==> src/rtl/sdrc_tg_pkg.sv <==
// Shared FSM encoding and Wishbone cycle-type constants for the SDRAM
// traffic-generator burst master.
package sdrc_tg_pkg;

   typedef enum logic [1:0] {
      IDLE  = 2'd0,
      BURST = 2'd1,
      DONE  = 2'd2
   } tg_state_t;

   localparam logic [2:0] CTI_CLASSIC = 3'b000;
   localparam logic [2:0] CTI_INCR    = 3'b010;
   localparam logic [2:0] CTI_EOB     = 3'b111;
   localparam logic [1:0] BTE_LINEAR  = 2'b00;

endpackage

==> src/rtl/wb_tg_checker.sv <==
// Read-beat checker: registers each acked read word and keeps a saturating
// count of words that differ from the expected pattern.
module wb_tg_checker #(
   parameter int dw = 32
) (
   input  logic          clk,
   input  logic          rst,
   input  logic          beat,
   input  logic [dw-1:0] rd_in,
   input  logic [dw-1:0] expected,
   input  logic          err_clr,
   output logic          rd_valid,
   output logic [dw-1:0] rd_data,
   output logic [15:0]   err_cnt
);

   logic mismatch;

   assign mismatch = beat && (rd_in != expected);

   // Read-data capture and mismatch counter; a clear that lands on a mismatch leaves 1.
   always_ff @(posedge clk or posedge rst) begin
      if (rst) begin
         rd_valid <= 1'b0;
         rd_data  <= '0;
         err_cnt  <= 16'h0000;
      end else begin
         rd_valid <= beat;
         if (beat) begin
            rd_data <= rd_in;
         end
         if (err_clr) begin
            err_cnt <= mismatch ? 16'h0001 : 16'h0000;
         end else if (mismatch && (err_cnt != 16'hFFFF)) begin
            err_cnt <= err_cnt + 16'h0001;
         end
      end
   end

endmodule

==> src/rtl/wb_burst_master.sv <==
// Wishbone B3 burst traffic master: issues linear incrementing bursts with a
// counting data pattern and checks read bursts against the same pattern.
module wb_burst_master
   import sdrc_tg_pkg::*;
#(
   parameter int dw         = 32,
   parameter int app_addr_w = 26,
   parameter int len_w      = 8,
   parameter int to_cycles  = 1024
) (
   input  logic                  sys_clk,
   input  logic                  wb_rst_i,
   input  logic                  cmd_valid,
   output logic                  cmd_ready,
   input  logic                  cmd_we,
   input  logic [app_addr_w-1:0] cmd_addr,
   input  logic [len_w-1:0]      cmd_len,
   input  logic [dw-1:0]         cmd_seed,
   input  logic                  err_clr,
   output logic                  wb_cyc_o,
   output logic                  wb_stb_o,
   output logic                  wb_we_o,
   output logic [app_addr_w-1:0] wb_addr_o,
   output logic [dw-1:0]         wb_dat_o,
   output logic [dw/8-1:0]       wb_sel_o,
   output logic [2:0]            wb_cti_o,
   output logic [1:0]            wb_bte_o,
   input  logic                  wb_ack_i,
   input  logic [dw-1:0]         wb_dat_i,
   output logic                  busy,
   output logic                  done,
   output logic                  timeout,
   output logic                  rd_valid,
   output logic [dw-1:0]         rd_data,
   output logic [15:0]           err_cnt
);

   localparam int                    WD_W       = $clog2(to_cycles + 1);
   localparam logic [WD_W-1:0]       WD_LAST    = WD_W'(to_cycles - 1);
   localparam logic [app_addr_w-1:0] ADDR_STEP  = app_addr_w'(dw / 8);
   localparam logic [app_addr_w-1:0] ALIGN_MASK = ~app_addr_w'(dw / 8 - 1);

   tg_state_t             state;
   logic                  cmd_ready_r;
   logic                  cyc_r;
   logic                  we_r;
   logic [2:0]            cti_r;
   logic [app_addr_w-1:0] addr_r;
   logic [dw-1:0]         pat_r;
   logic [len_w-1:0]      cnt_r;
   logic [WD_W-1:0]       wd_r;
   logic                  done_r;
   logic                  timeout_r;
   logic                  rd_beat;

   assign cmd_ready = cmd_ready_r;
   assign busy      = ~cmd_ready_r;
   assign wb_cyc_o  = cyc_r;
   assign wb_stb_o  = cyc_r;
   assign wb_we_o   = we_r;
   assign wb_addr_o = addr_r;
   assign wb_dat_o  = pat_r;
   assign wb_sel_o  = {(dw/8){cyc_r}};
   assign wb_cti_o  = cti_r;
   assign wb_bte_o  = BTE_LINEAR;
   assign done      = done_r;
   assign timeout   = timeout_r;

   assign rd_beat = (state == BURST) && wb_ack_i && !we_r;

   // Command FSM with burst counters and ack watchdog; bus outputs are registered alongside state.
   always_ff @(posedge sys_clk or posedge wb_rst_i) begin
      if (wb_rst_i) begin
         state       <= IDLE;
         cmd_ready_r <= 1'b1;
         cyc_r       <= 1'b0;
         we_r        <= 1'b0;
         cti_r       <= CTI_CLASSIC;
         addr_r      <= '0;
         pat_r       <= '0;
         cnt_r       <= '0;
         wd_r        <= '0;
         done_r      <= 1'b0;
         timeout_r   <= 1'b0;
      end else begin
         done_r <= 1'b0;
         case (state)
            IDLE: begin
               if (cmd_valid) begin
                  state       <= BURST;
                  cmd_ready_r <= 1'b0;
                  cyc_r       <= 1'b1;
                  we_r        <= cmd_we;
                  cti_r       <= (cmd_len == '0) ? CTI_EOB : CTI_INCR;
                  addr_r      <= cmd_addr & ALIGN_MASK;
                  pat_r       <= cmd_seed;
                  cnt_r       <= cmd_len;
                  wd_r        <= '0;
                  timeout_r   <= 1'b0;
               end
            end
            BURST: begin
               if (wb_ack_i) begin
                  wd_r <= '0;
                  if (cnt_r == '0) begin
                     state  <= DONE;
                     cyc_r  <= 1'b0;
                     we_r   <= 1'b0;
                     cti_r  <= CTI_CLASSIC;
                     done_r <= 1'b1;
                  end else begin
                     addr_r <= addr_r + ADDR_STEP;
                     pat_r  <= pat_r + dw'(1);
                     cnt_r  <= cnt_r - len_w'(1);
                     cti_r  <= (cnt_r == len_w'(1)) ? CTI_EOB : CTI_INCR;
                  end
               end else if (wd_r == WD_LAST) begin
                  // Slave stopped answering: abandon the rest of the burst.
                  state     <= DONE;
                  cyc_r     <= 1'b0;
                  we_r      <= 1'b0;
                  cti_r     <= CTI_CLASSIC;
                  done_r    <= 1'b1;
                  timeout_r <= 1'b1;
               end else begin
                  wd_r <= wd_r + WD_W'(1);
               end
            end
            DONE: begin
               state       <= IDLE;
               cmd_ready_r <= 1'b1;
            end
            default: begin
               state       <= IDLE;
               cmd_ready_r <= 1'b1;
               cyc_r       <= 1'b0;
               we_r        <= 1'b0;
               cti_r       <= CTI_CLASSIC;
            end
         endcase
      end
   end

   wb_tg_checker #(
      .dw(dw)
   ) u_checker (
      .clk      (sys_clk),
      .rst      (wb_rst_i),
      .beat     (rd_beat),
      .rd_in    (wb_dat_i),
      .expected (pat_r),
      .err_clr  (err_clr),
      .rd_valid (rd_valid),
      .rd_data  (rd_data),
      .err_cnt  (err_cnt)
   );

endmodule

==> config.mk <==
export PLATFORM = sky130hd
export DESIGN_NAME = wb_burst_master
export DESIGN_NICKNAME = d
export VERILOG_FILES = /design/src/rtl/sdrc_tg_pkg.sv /design/src/rtl/wb_tg_checker.sv /design/src/rtl/wb_burst_master.sv
export SDC_FILE = /design/constraint.sdc
export NUM_CORES = 1
export LEC_CHECK = 0
export BUFFER_PORTS_ARGS = -buffer_cell sky130_fd_sc_hd__buf_4
export CAP_MARGIN = 20
export CORE_MARGIN = 1.5
export CORE_UTILIZATION = 52
export DETAILED_ROUTE_END_ITERATION = 7
export PLACE_DENSITY = 0.81
export SETUP_SLACK_MARGIN = 0.1
export SLEW_MARGIN = 0
export SYNTH_ARGS = -nofsm -noshare
export SYNTH_HDL_FRONTEND = slang
export SYNTH_SLANG_ARGS = --single-unit
==> constraint.sdc <==
create_clock -name sys_clk -period 6.5 [get_ports sys_clk]
set_clock_uncertainty 0.2 [all_clocks]
set_input_delay 1.3 -clock sys_clk [delete_from_list [all_inputs] [get_ports sys_clk]]
set_output_delay 1.3 -clock sys_clk [all_outputs]
set_load 0.03 [all_outputs]
### Yosys cells after proc, flatten, opt, wreduce, memory -nomap -nowiden

Cells that the tools add are included.

* flip-flop bits (word level): 136
* bits of input ports: 104
* output and inout port bits: 123
* word-level logic and storage cells: 100

* add/subtract/negate cells: 5
* equality and inequality tests: 14
* muxes and demuxes: 47
* bitwise gates (word level): 3
* reductions and logical operators: 17

Operators by type and width (count)
* 2-to-1 mux 32 bit: 3
* 2-to-1 mux 26 bit: 3
* case mux 32 bit (2 select lines): 1
* case mux 26 bit (2 select lines): 1
* 2-to-1 mux 11 bit: 3
* adder 32 x 1 -> 32 bit (second input constant): 1
* 2-to-1 mux 16 bit: 2
* inequality test 32 bit: 1
* adder 26 x 3 -> 26 bit (second input constant): 1
* 2-to-1 mux 8 bit: 3
* case mux 11 bit (2 select lines): 1
* 2-to-1 mux 3 bit: 6
* adder 16 x 1 -> 16 bit (second input constant): 1
* logical NOT 8 bit: 2
* inequality test 16 bit (second input constant): 1
* case mux 8 bit (2 select lines): 1
* 2-to-1 mux 1 bit: 13
* AND reduction 4 bit: 3
* adder 11 x 1 -> 11 bit (second input constant): 1
* == test 11 x 10 -> 1 bit (second input constant): 1
* case mux 3 bit (3 select lines): 1
* AND reduction 3 bit: 3
* == test 8 x 1 -> 1 bit (second input constant): 1
* 2-to-1 mux 2 bit: 4
* 16 further kinds: 28

### Depth between registers and ports, before layout

* word-level depth: 7
* gate-level depth with buffers: 9
* mapped depth without buffers: 8

### Modules after synthesis

From an unflattened synthesis, not the netlist that was laid out.

* cell total of the unflattened synthesis: 817
* area total of the unflattened synthesis: 7621.1 µm²

Modules (own cells, without submodules)
* wb_burst_master: instances 1, cells an instance 607, area each 5148.7 µm², sequential area each 2103.3 µm²
* wb_tg_checker: instances 1, cells an instance 210, area each 2472.4 µm², sequential area each 1226.2 µm²

### Least setup slack after synthesis

No wires, ideal clock.

* path kind: input to register
* from: input port wb_dat_i[17]
* to: register u_checker.err_cnt[10]
* library setup time: 125 ps
* arrival: 2552 ps
* data required time: 6175 ps
* slack: 3623 ps
* stages: 6
* buffers on the path: 0
* path through: xnor2_1 > nand4_1 > nor4_2 > nand2_1 > nand4_1 > mux2_2

* longest elaborated chain between the ends: 4

Ends and longest elaborated chain
* from (decl): line wb_burst_master.sv:29 `input logic [dw-1:0] wb_dat_i,`
* inequality test 32 bit: line wb_tg_checker.sv:19 `assign mismatch = beat && (rd_in != expected);`
* logical AND 1 bit: line wb_tg_checker.sv:19
* logical AND 1 bit: line wb_tg_checker.sv:34 `end else if (mismatch && (err_cnt != 16'hFFFF)) begin`
* nonzero test 2 bit (no source line)
* to (signal assigned): line wb_tg_checker.sv:33 `err_cnt <= mismatch ? 16'h0001 : 16'h0000;`
* to (signal assigned): line wb_tg_checker.sv:35 `err_cnt <= err_cnt + 16'h0001;`
* to (decl): line wb_tg_checker.sv:14 `output logic [15:0] err_cnt`

No other way between the ends.
A chain may end at the register's enable or synchronous reset.

### Worst setup path in the final report

* from: input port wb_ack_i
* to: register addr_r[14], in the netlist wb_addr_o[14]

* longest elaborated chain between the ends: 2

Ends and longest elaborated chain
* from (decl): line wb_burst_master.sv:28 `input logic wb_ack_i,`
* inequality test 2 bit (no source line)
* AND reduction 4 bit (no source line)
* to (signal assigned): line wb_burst_master.sv:95 `addr_r <= cmd_addr & ALIGN_MASK;`
* to (signal assigned): line wb_burst_master.sv:112 `addr_r <= addr_r + ADDR_STEP;`
* to (decl): line wb_burst_master.sv:48 `logic [app_addr_w-1:0] addr_r;`

No other way between the ends.

==> summary by stage <==
Outcome
The flow ran to the end, and the final reports show no timing, DRC or antenna violations.

Timing
The remaining max-slew budget at the tightest pin is 0.365. The actual transition at the worst max-transition pin is 0.953 ns. The final period demand of the worst path is 3.25 ns. The maximum clock frequency is 307 MHz. The count of endpoints failing hold in the final timing report is 0. The final-report max-slew violation count is 0.

Setup total negative slack on the finished layout was measured at 0 ns. Setup repair after global routing left no endpoint under its margin. Setup violations remaining at the end of the flow were counted as 0. The worst hold margin is 0.287 ns.

The final setup slack of the worst path is about 3.2 ns. The post-route fraction of the period consumed by the critical path is 0.501.

CTS
The quantity of hold-fixing buffers added after cts is 0. The H-tree generated during clock tree synthesis spans 4 levels. The clock-pin slew on the worst setup and hold paths is about 0.060 ns. The cell sitting at the root of the clock tree is a sky130_fd_sc_hd__clkbuf_16. The clock latency of the later-clocked register in the worst-skew pair is 0.42 ns.

The TritonCTS sink count is ~130. TritonCTS built the clock tree. No sink is reached through more buffers than the 2 on the longest clock path. Buffers added to address setup during post-CTS repair amount to 0. The post-cts resize count is 0. Buffers inserted during clock tree synthesis total 17.

Finish
Relative to the synthesized area, the layout overhead comes to 29.3%. The share of cells above drive strength 1 is 0.314. Leaving out fill and tap cells, the most frequent cells in the layout are 227 x sky130_fd_sc_hd__buf_4, 132 x sky130_fd_sc_hd__dfrtp_1, 80 x sky130_fd_sc_hd__a21oi_1. The finished cells cover approximately 10000 um2. The number of antenna diodes in the final layout is 0. At the end of the flow, the number of nets in the layout was 1,119.

Once layout is complete, the utilization of the core stands at 0.699. The finished layout holds 1,198 standard cells, fillers aside. The most common cell after layout, fill and taps aside is sky130_fd_sc_hd__buf_4.

GRT
The first global-routing pass estimated 34.3 mm of wire. Entering global routing, the biggest net connects 74 pins. The number of global-route vias before repair is 6,624. The final global-route overflow total is 0. The overall fraction of global-route tracks in use is 0.294.

The initial antenna violation count came to 0.

Power
The power share of the sequential group is 0.317. The reported net switching power is 2.38 mW. The combinational share of power is 0.511. In this run the static leakage power is between 4 and 5 nW. The power after layout is 5.09 mW.

Of the total power, the share spent switching nets is 0.468. IR analysis of the VDD net gives a maximum drop of 0.277 mV. The internal portion of total power is 2.71 mW. The share of total power dissipated in the clock network is 0.173. For this design the ratio of total power to cell area is between 500 and 600 nW/um2.

Setup path
The capture instance of the worst register-to-register path is wb_addr_o[14]. The critical path contains buffers and inverters numbering 2 combined. Traced cell by cell, the critical path runs through buf_4 > nand2_1 > a21o_1 > a21oi_4 > buf_4 > o21ai_0 > a22o_1. The category of the critical setup timing path is input port to register.

The slowest stage of the critical path is the sky130_fd_sc_hd__a21oi_4 cell. STA classifies the critical path endpoint as a register. The element type at the critical path start is an input port. In this run the worst setup path terminates at wb_addr_o[14]. The most numerous cell on the critical path is sky130_fd_sc_hd__buf_4.

The start point of the critical path is wb_ack_i. The worst register-to-register path has a depth of 7. The worst register-to-register path has a setup slack of approximately 3.2 ns. For the worst setup path, the data arrival time is 3.36 ns. The longest individual stage delay on the worst path is 0.68 ns. The family with the most delay on the worst path is compound AO/OA/AOI/OAI gates.

Data on the critical path is required at its endpoint by 6.61 ns. The startpoint identified for the worst register-to-register timing path is state[1]. The path length in cells of the critical path is 7.

Along the worst path, the maximum fanout reaches 34.

Floorplanning
The die is 124 um wide. The overall die area is 15,300 um2. The floorplan step set the die height to about 120 um. 227 I/O pins were placed. The floorplan step defined a core boundary enclosing 14,000 um2. The starting density of the core is 0.540. The total number of placement rows is 43.

Drt
The detail route stage leaves a number of antenna-violating nets equal to 0. The detailed-route DRC error count is 0. In this run the top signal layer used is met4. The first routing iteration left 538 violations. The routed design has 22.2 mm of wire. The sum of met2 wire segment lengths after detailed routing is 10.8 mm.

In the final routing, the length of wire on met1 measures roughly 9.4 mm. The routed via count is 7,124. After detailed routing, the average wire length per cell comes to approximately 19 um. In the detailed route, the total length drawn on met3 is 1.50 mm. Using the TritonRoute via totals, the vias-per-cell ratio works out to 5.95. The first TritonRoute pass finished after 4 iterations.

Yosys
In the synthesized netlist the dominant register cell turns out to be sky130_fd_sc_hd__dfrtp_1. Counting flops and latches in the post-synthesis netlist gives 133. The mean instance size in the synthesized netlist is roughly 9.3 um2.

The largest total area in the synthesized netlist belongs to sky130_fd_sc_hd__dfrtp_1. The sequential share of the synthesized area is 0.439. Yosys printed 0 warnings.

The count of mapped cells out of synthesis is about 800. The distinct cell type count after synthesis is 72. Counting flops with an async set or reset pin after synthesis yields a share of 1.00. After synthesis, the cell types taking the most area are sky130_fd_sc_hd__dfrtp_1 44%, sky130_fd_sc_hd__a21oi_1 5.3%, sky130_fd_sc_hd__mux2_2 4.9%. The number of enable flip-flop cells after synthesis is 0.

The post-synth design cell area is 7590 um2. The share of synthesized area in the top cell type comes to 0.435.

Placement
The estimated wirelength of the detail-placed design is about 16 mm. The post-detailed-placement cell area is around 9300 um2. The cell total after placement is 1,169. The congestion estimate from routability-driven global placement came to 0.852. The number of port buffers is 220. Timing analysis after detailed placement gives a worst setup slack of 2.63 ns.

Run
The max-cap check violation count is 0.

Worst hold path
The worst min-delay path class is register to register.
-- worst register-to-register path, delay by kind of cell (launching register included) --
kind | cells | cell delay, ns
buffers and inverters | 2 | 0.98
and+or+nand+nor | 2 | 0.31
AOI/OAI and AO/OA | 3 | 1.10
DFF | 1 | 0.54
-- power groups by stage --
stage	Combinational, mW	Sequential, mW	Clock, mW
2_1_floorplan	1.26	2.04	0
3_3_place_gp	2.53	1.60	0
3_5_place_dp	2.58	1.61	0
4_1_cts	2.60	1.61	0.889
5_1_grt	2.81	1.66	0.932
6_report	2.60	1.61	0.880
-- cells in the mapped netlist (all sizes together), types with 9 or more instances --
library cell	instances
xnor2	33
buf	27
mux2	40
nor2	66
o22a	9
nand4	30
a21oi	81
dfrtp	132
inv	17
clkbuf	28
nand3	37
o22ai	21
and3	21
nor3	20
o21ai	49
nand2	75
nor2b	12
-- routing by layer --
| metal | up-vias | GRT usage |
|---|---|---|
| met5 | - | 0 |
| met4 | 0 | 0.106 |
| met3 | 44 | 0.0618 |
| met2 | 285 | 0.479 |
| met1 | 3444 | 0.388 |
| li1 | 3351 | - |
-- cell families (layout without fill, tap and decap cells) --
kind of cell | after synthesis | after routing | share of synthesized area
adders and majority gates | 6 | 6 | 0.00989
other | 1 | 4 | 0.000494
AOI/OAI and AO/OA | 219 | 219 | 0.179
DFF | 133 | 133 | 0.439
muxes | 42 | 42 | 0.0620
and+or+nand+nor | 302 | 302 | 0.219
buffers and inverters | 72 | 273 | 0.0463
xor gates and xnor gates | 39 | 39 | 0.0450
-- worst min-delay path by stage --
stage                       start      end  slack, ns  cells after the start
after CTS                 timeout  timeout       0.29                      2
final                     timeout  timeout       0.29                      2
after floorplan           wd_r[0]  wd_r[0]       0.28                      1
after global placement    timeout  timeout       0.27                      2
after global routing      timeout  timeout       0.32                      2
after detailed placement  timeout  timeout       0.28                      2
-- state kept, by name (all words and copies together) (netlist names), 2 cells and up --
signal / cells
cnt_r: 8
wb_cti_o: 2
u_checker.rd_data: 32
wb_addr_o: 24
u_checker.err_cnt: 16
wb_dat_o: 32
state: 2
wd_r: 11
-- final cells by class --
type	count	area, um2
fillers	1126	4230
multi-input cells	612	3930
flip-flops and latches	133	3330
repair buffers	228	1720
clock buffers	24	512
well taps	180	225
inverters	17	68.8
clock inverters	4	22.5
No activity file was read; power rests on OpenSTA's default activity.
